File: src/rtl/draw_obstacle.sv
// draw_obstacle
// Overlay stage that sits between draw_background and MouseDisplay. It draws
// one square obstacle that bounces inside the arena box, moving once per
// frame, and raises a sticky hit flag when the mouse cursor lands on it.
//
// Ports:
//   pclk, rst          pixel clock, asynchronous active-high reset
//   game_on            game running enable (level)
//   hcount_in/vcount_in, hsync_in, vsync_in, hblnk_in, vblnk_in
//                      incoming timing bus
//   rgb_in             background pixel
//   xpos, ypos         mouse cursor position (quasi-static, used on ticks only)
//   *_out              timing bus delayed by one pclk
//   rgb_out            composited pixel, one pclk latency
//   hit                sticky collision flag
//   obstacle_x/_y      current top-left corner of the obstacle
module draw_obstacle #(
  parameter logic [11:0] TOP_V_LINE    = 12'd317,
  parameter logic [11:0] BOTTOM_V_LINE = 12'd617,
  parameter logic [11:0] LEFT_H_LINE   = 12'd361,
  parameter logic [11:0] RIGHT_H_LINE  = 12'd661,
  parameter logic [11:0] SIZE          = 12'd32,
  parameter logic [11:0] SPEED_X       = 12'd2,
  parameter logic [11:0] SPEED_Y       = 12'd1,
  parameter logic [11:0] START_X       = 12'd400,
  parameter logic [11:0] START_Y       = 12'd350,
  parameter logic [11:0] COLOR         = 12'hF00
) (
  input  logic        pclk,
  input  logic        rst,
  input  logic        game_on,
  input  logic [11:0] hcount_in,
  input  logic [11:0] vcount_in,
  input  logic        hsync_in,
  input  logic        vsync_in,
  input  logic        hblnk_in,
  input  logic        vblnk_in,
  input  logic [11:0] rgb_in,
  input  logic [11:0] xpos,
  input  logic [11:0] ypos,
  output logic [11:0] hcount_out,
  output logic [11:0] vcount_out,
  output logic        hsync_out,
  output logic        vsync_out,
  output logic        hblnk_out,
  output logic        vblnk_out,
  output logic [11:0] rgb_out,
  output logic        hit,
  output logic [11:0] obstacle_x,
  output logic [11:0] obstacle_y
);

  typedef enum logic [1:0] {IDLE, RUN, HIT} state_t;

  state_t      state, state_nxt;
  logic        dir_x, dir_y;          // 1 = moving in the + direction
  logic        dir_x_nxt, dir_y_nxt;
  logic [11:0] x_nxt, y_nxt;
  logic [11:0] x_step, y_step;
  logic        dir_x_step, dir_y_step;
  logic        vblnk_prev;
  logic        tick;
  logic        mouse_on, pixel_on;
  logic [11:0] rgb_nxt;

  // One pulse per frame on the rising edge of vertical blanking, so the
  // obstacle only ever moves while nothing is being displayed.
  assign tick = vblnk_in & ~vblnk_prev;

  assign mouse_on = (xpos >= obstacle_x) && (xpos <= obstacle_x + SIZE - 12'd1) &&
                    (ypos >= obstacle_y) && (ypos <= obstacle_y + SIZE - 12'd1);

  assign pixel_on = (hcount_in >= obstacle_x) && (hcount_in <= obstacle_x + SIZE - 12'd1) &&
                    (vcount_in >= obstacle_y) && (vcount_in <= obstacle_y + SIZE - 12'd1);

  assign hit = (state == HIT);

  // Candidate position for the next frame. Moving in the - direction the
  // clamp is tested before subtracting so the unsigned value never wraps.
  always_comb begin
    x_step     = obstacle_x;
    dir_x_step = dir_x;
    if (dir_x) begin
      if (obstacle_x + SPEED_X >= RIGHT_H_LINE - SIZE) begin
        x_step     = RIGHT_H_LINE - SIZE;
        dir_x_step = 1'b0;
      end else begin
        x_step = obstacle_x + SPEED_X;
      end
    end else begin
      if (obstacle_x <= LEFT_H_LINE + SPEED_X) begin
        x_step     = LEFT_H_LINE;
        dir_x_step = 1'b1;
      end else begin
        x_step = obstacle_x - SPEED_X;
      end
    end

    y_step     = obstacle_y;
    dir_y_step = dir_y;
    if (dir_y) begin
      if (obstacle_y + SPEED_Y >= BOTTOM_V_LINE - SIZE) begin
        y_step     = BOTTOM_V_LINE - SIZE;
        dir_y_step = 1'b0;
      end else begin
        y_step = obstacle_y + SPEED_Y;
      end
    end else begin
      if (obstacle_y <= TOP_V_LINE + SPEED_Y) begin
        y_step     = TOP_V_LINE;
        dir_y_step = 1'b1;
      end else begin
        y_step = obstacle_y - SPEED_Y;
      end
    end
  end

  // Next-state logic. Dropping game_on wins over everything, including a
  // tick in the same cycle, and returns the obstacle to its start point.
  always_comb begin
    state_nxt = state;
    x_nxt     = obstacle_x;
    y_nxt     = obstacle_y;
    dir_x_nxt = dir_x;
    dir_y_nxt = dir_y;
    if (!game_on) begin
      state_nxt = IDLE;
      x_nxt     = START_X;
      y_nxt     = START_Y;
      dir_x_nxt = 1'b1;
      dir_y_nxt = 1'b1;
    end else begin
      case (state)
        IDLE: begin
          x_nxt     = START_X;
          y_nxt     = START_Y;
          dir_x_nxt = 1'b1;
          dir_y_nxt = 1'b1;
          if (tick) state_nxt = RUN;
        end
        RUN: begin
          if (tick) begin
            if (mouse_on) begin
              state_nxt = HIT;
            end else begin
              x_nxt     = x_step;
              y_nxt     = y_step;
              dir_x_nxt = dir_x_step;
              dir_y_nxt = dir_y_step;
            end
          end
        end
        HIT:     state_nxt = HIT;
        default: state_nxt = IDLE;
      endcase
    end
  end

  // Game state and obstacle position registers.
  always_ff @(posedge pclk or posedge rst) begin
    if (rst) begin
      state      <= IDLE;
      obstacle_x <= START_X;
      obstacle_y <= START_Y;
      dir_x      <= 1'b1;
      dir_y      <= 1'b1;
      vblnk_prev <= 1'b0;
    end else begin
      state      <= state_nxt;
      obstacle_x <= x_nxt;
      obstacle_y <= y_nxt;
      dir_x      <= dir_x_nxt;
      dir_y      <= dir_y_nxt;
      vblnk_prev <= vblnk_in;
    end
  end

  // Pixel compositing: blanking forces black, otherwise the obstacle is
  // painted over the background whenever the game is not idle.
  always_comb begin
    rgb_nxt = rgb_in;
    if (hblnk_in || vblnk_in) begin
      rgb_nxt = 12'h000;
    end else if ((state != IDLE) && pixel_on) begin
      rgb_nxt = COLOR;
    end
  end

  // One-cycle pipeline for the timing bus and the composited pixel.
  always_ff @(posedge pclk or posedge rst) begin
    if (rst) begin
      hcount_out <= 12'd0;
      vcount_out <= 12'd0;
      hsync_out  <= 1'b0;
      vsync_out  <= 1'b0;
      hblnk_out  <= 1'b0;
      vblnk_out  <= 1'b0;
      rgb_out    <= 12'h000;
    end else begin
      hcount_out <= hcount_in;
      vcount_out <= vcount_in;
      hsync_out  <= hsync_in;
      vsync_out  <= vsync_in;
      hblnk_out  <= hblnk_in;
      vblnk_out  <= vblnk_in;
      rgb_out    <= rgb_nxt;
    end
  end

endmodule

File: config.mk
export PLATFORM = sky130hd
export DESIGN_NAME = draw_obstacle
export DESIGN_NICKNAME = d
export VERILOG_FILES = /design/src/rtl/draw_obstacle.sv
export SDC_FILE = /design/constraint.sdc
export NUM_CORES = 1
export LEC_CHECK = 0
export CELL_PAD_IN_SITES_DETAIL_PLACEMENT = 1
export CELL_PAD_IN_SITES_GLOBAL_PLACEMENT = 2
export CORE_MARGIN = 5
export CORE_UTILIZATION = 31
export CTS_CLUSTER_DIAMETER = 100
export DETAILED_ROUTE_END_ITERATION = 8
export GPL_TIMING_DRIVEN = 0
export PLACE_DENSITY = 0.82
export SLEW_MARGIN = 20
export SYNTH_ARGS = -nofsm -noshare
export SYNTH_HDL_FRONTEND = slang
export SYNTH_SLANG_ARGS = --single-unit
File: constraint.sdc
create_clock -name pclk -period 5.65 [get_ports pclk]
set_clock_uncertainty 0.05 [all_clocks]
set_input_delay 1.13 -clock pclk [delete_from_list [all_inputs] [get_ports pclk]]
set_output_delay 1.13 -clock pclk [all_outputs]
set_load 0.005 [all_outputs]
; After elaboration in Yosys (flattened, before gate mapping)
; Cells that the tools add are included.
[word_totals]
register_bits = 68
in_bits = 67
out_inout_bits = 65
word_cells = 88
[op_classes]
addsub = 8
n_lt_le_gt_ge = 12
n_bitwise = 2
n_eq_ne = 7
n_reduce_logical = 12
muxes = 35
[op_table]
columns = operator, count
row1 = $mux 12, 14
row2 = $ge 12x12->1, 4
row3 = $le 12x12->1, 4
row4 = $pmux 12 s2, 2
row5 = $sub 12x1->12 const B, 3
row6 = $add 12x6->12 const B, 2
row7 = $ge 12x10->1 const B, 2
row8 = $le 12x9->1 const B, 2
row9 = $add 12x1->12 const B, 1
row10 = $add 12x2->12 const B, 1
row11 = $mux 1, 12
row12 = $ne 3x3->1 const B, 4
row13 = $sub 12x2->12 const B, 1
row14 = $mux 2, 4
row15 = $logic_and 1x1->1, 7
row16 = $pmux 2 s3, 1
row17 = $reduce_and 3->1, 2
row18 = $pmux 1 s2, 2
row19 = $ne 3x1->1 const B, 1
row20 = $eq 2x1->1 const B, 1
row21 = $eq 2x2->1 const B, 1
row22 = $logic_not 2->1, 1
row23 = $reduce_bool 2->1, 1
row24 = $and 1x1->1, 1
row25 = 2 further kinds, 2

; Depth between registers and ports, before layout
[depth]
ltp_word = 10
ltp_mapped = 20
depth_no_buf = 16

; Worst setup path after synthesis
; Ideal clock, no wire load.
[synth_path]
kind = register to register
start = register obstacle_x[2]
end = register obstacle_x[6]
setup_time_ns = 0.125
synth_period_minus_slack_ns = 4.609
slack_ns = 1.041
stages_incl_launch_ff = 20
arrival_time_ns = 4.434
path_buffers = 3
t_required_ns = 5.475
cell_sequence = dfrtp_1 -> clkbuf_1 -> inv_1 -> ha_1 -> nand2_1 -> nor2_1 -> or2_2 -> nor4_1 -> xnor2_1 -> ha_1 -> nand2_1 -> nor4_1 -> or4b_1 -> o21ai_0 -> a221oi_1 -> or4b_1 -> buf_2 -> and2_4 -> buf_6 -> mux2_4
[synth_via]
elab_chain_len = 8
word_cells_on_any_way = 20
classes_between = 4 x add/sub / 4 x order compare / 1 x eq/ne / 7 x mux / 4 x reduce/logical
[synth_lines]
columns = element, line
row1 = "start, declared", 49  ; output logic [11:0] obstacle_x,
row2 = "start signal, assigned", 170  ; obstacle_x <= x_nxt;
row3 = $add 12x6->12 / $add 12x2->12 (equally long branches), "70, 84, 88"
row4 = $sub 12x1->12 / $ge 12x10->1 (equally long branches), "70, 84"
row5 = $le 12x12->1 / $mux 12 (equally long branches), "70, 84"
row6 = $logic_and 1x1->1 / $mux 12 (equally long branches), "70, 83"
row7 = $logic_and 1x1->1 / $mux 12 (equally long branches), "70, 143"
row8 = $logic_and 1x1->1 / $mux 12 (equally long branches), "71, 142"
row9 = $ne 3x3->1 (no line) / $pmux 12 s2 (equally long branches), n/a
row10 = $reduce_and 3->1 (no line) / $mux 12 (equally long branches), n/a
; Parallel ways exist; a longest one is shown, timed or not. The select of a mux whose other input is x is not followed.
; A chain may end at the register's enable or synchronous reset.

; Worst setup path after layout
[layout_path]
start = register obstacle_x[1]
end = register obstacle_x[5]
; Same word-level chain as after synthesis.

==> flow_summary.toml <==
[sta]
setup_viol = 0
hold_viol = 0
relSlewSlack_pct = 26.6
tightest_slew_ns = 1.07
fin_setup_tns_ns = 0
whs_ns = 0.519
fin_crit_ns = 5.27
post-route-period-util_pct = 93.3
max_freq_ghz = 0.190
drv_slew = 0
rsz0062_at_grt = "no"

[pwr]
power_leakage_nw = 3.41
powerDensity_nw_per_um2 = 295
peakVddDrop_mv = 0.128

[clock_tree]
cts_buffers = 9
cts.path.max_buffers = 2
cts_hold_buf = 0
cts_setup_buffers = 0
insertion_delay_ns = 0.34
cts_sinks = 68
cts-root-buf = "clkbuf_16"
clk_pin_slew_ns = 0.06
cts_tree = "done"
cts_max_level = 3
ctsResizeCount = 0

[final_layout]
fillCellCount = 2373
area_delta_synth_final_pct = 31.6
drive_above_1_share_pct = 6.85
fin_nets = 1012
fin_cells = 1112
design_area_um2 = 8210
n_antenna_cell = 0
final_core_util_pct = 41.8

[setup_path]
path_max_fanout = 10
setup.worst_path.end_class = "flip-flop"
cp.arrival_ns = 5.41
crit_path_start_kind = "flip-flop"
worstPathRequired_ns = 5.79
crit_type = "reg -> reg"
ff2ff_setup_slack_ns = 0.38
r2r_cells = 19
r2r_start = "obstacle_x[1]"
reg2reg_to = "obstacle_x[5]"

[global_route]
antenna_found_initial = 0
grt_pass1_vias = 6374
gr-total-overflow = 0
grt_pass1_wl_mm = 36.3
grt_max_degree = 52
grtUsageTotal_pct = 19.3

[synthesis]
ys_warn_count = 0
ys_seq_area_share_pct = 27.5
avgSynthCellArea_um2 = 8.92
synth-main-ff-cell = "dfrtp_1"
ys_ff_latch = 68
syn-num-nets = 869
synthArstFlopShare_pct = 100
synth_edf_count = 0
synthCells = 699
yosys.cell_types.count = 76
netlist_area_um2 = 6240

[detailed_routing]
drt-initial-drc-count = 439
remaining_drc_errors = 0
totalWireLength_mm = 22.3
antenna_left = 0
vias = 6132
viasPerCell = 5.51
wire_per_inst_um = 20.1
firstDrtPassIters = 5

[outcome]
outcome = "complete, no violations"

[floorplan]
start_util_pct = 31.7
io_pins = 132
coreArea_um2 = 19700
die_y_um = 152
die_area_um2 = 23100
rows = 51
die_w_um = 152

[min_path]
hp-class = "reg -> reg"
hold-path-endpoint = "state[0]"
hold_depth = 2
hold_path.startpoint = "state[0]"

[placement]
dp_hpwl_mm = 18.1
placed_cell_area_um2 = 7910
numPortBuffers = 131
dp.cells = 1096
gp_congestion = 0.878

[run]
maxCapViolations = 0
## worst max-delay path by stage
stage | cells after the start | startpoint | to
6_report | 19 | obstacle_x[1] | obstacle_x[5]
5_1_grt | 19 | obstacle_x[1] | obstacle_x[5]
4_1_cts | 19 | obstacle_x[1] | obstacle_x[5]
3_3_place_gp | 19 | obstacle_x[1] | obstacle_x[5]
3_5_place_dp | 19 | obstacle_x[1] | obstacle_x[5]
2_1_floorplan | 19 | obstacle_x[2] | obstacle_x[6]
## critical path, stage by stage, from the launching register on
cell and delay, ns:
dfrtp_1 0.52, clkbuf_2 0.29, inv_1 0.15, ha_1 0.30
nand2_1 0.12, nor2_1 0.09, or2_2 0.33, nor4_1 0.24
xnor2_1 0.19, ha_1 0.36, nand2_1 0.10, nor4_2 0.35
or4b_1 0.46, o21ai_0 0.11, a221oi_1 0.11, or4b_1 0.53
buf_2 0.21, clkbuf_1 0.29, o211ai_1 0.19, a22oi_2 0.11
## cell usage after synthesis, types with 7 or more instances
cell type,n,share of area [%]
ha_1,103,21
dfrtp_1,57,23
nand2_1,46,2.8
a21oi_1,39,3.1
inv_1,38,2.3
nor2_1,36,2.2
nand3_1,34,2.7
o21ai_0,33,2.6
xnor2_1,27,3.8
nor3_1,21,1.7
o21a_1,21,2.5
nand4_1,19,1.9
clkbuf_1,16,0.96
a31oi_1,13,1.3
dfstp_2,11,4.6
o211ai_1,11,1.3
a211oi_1,9,1.1
a21o_1,9,1.1
a22o_1,9,1.3
or3_1,9,0.90
nor3b_1,8,0.96
nor4_1,7,0.70
## area by class of cell
class	instances	area [µm²]	share of cell area [%]
plain buffers	30	138	1.68
inverters	41	156	1.90
well taps	265	332	4.04
clock inverters	5	52.6	0.640
clock buffers	11	233	2.83
flip-flops and latches	68	1720	20.9
multi-input cells	560	4250	51.7
repair buffers	132	1340	16.3
## cells by family (layout without fill, tap and decap cells)
group	after synthesis	count (layout)	synth area share, %
xor+xnor	30	30	4.77
flops	68	68	27.5
buf+inv	71	219	4.63
fa+ha+maj	105	105	21.0
compound gates	209	209	23.4
simple gates	211	211	17.8
mux	5	5	0.882
## registers in the layout, summed over array words and instances (netlist names), 2 cells and up
signal      cells
obstacle_x     12
rgb_out        12
hcount_out     12
state           2
vcount_out     12
obstacle_y     12
## routing by layer
| layer | up-vias | routed length, µm | track usage, % |
|---|---|---|---|
| met2 | 170 | 10000 | 30.5 |
| li1 | 2933 | - | - |
| met3 | 27 | 857 | 2.90 |
| met5 | - | 0 | 0 |
| met1 | 3002 | 11100 | 27.6 |
| met4 | 0 | 329 | 4.71 |
## where the power goes
group	internal, mW	switching, mW	total (mW)
combinational	0.516	0.742	1.26
sequential	0.545	0.0522	0.597
clock	0.340	0.224	0.564
## layout by cell type, fill, tap and decap left out, types with 6 or more instances in the layout
cell type and count:
a211o_1 6, a211oi_1 9, a21boi_0 6, a21o_1 9
a21oi_1 39, a22o_1 9, a31oi_1 13, buf_1 6
buf_2 6, clkbuf_1 16, clkbuf_16 9, clkdlybuf4s50_1 131
dfrtp_1 57, dfstp_2 11, ha_1 103, inv_1 37
nand2_1 46, nand3_1 34, nand4_1 19, nor2_1 36
nor2b_1 6, nor3_1 20, nor3b_1 8, nor4_1 6
o211ai_1 11, o21a_1 21, o21ai_0 33, o221ai_1 6
or3_1 9, xnor2_1 27
## stage by stage
stage	worst slack (ns)	total power, mW
after global placement	0.170	1.84
final	0.381	2.42
after detailed placement	0.181	1.85
after global routing	0.0800	2.62
after floorplan	1.04	1.40
after CTS	0.128	2.44
Note: power is estimated with default switching activity, not from simulation.
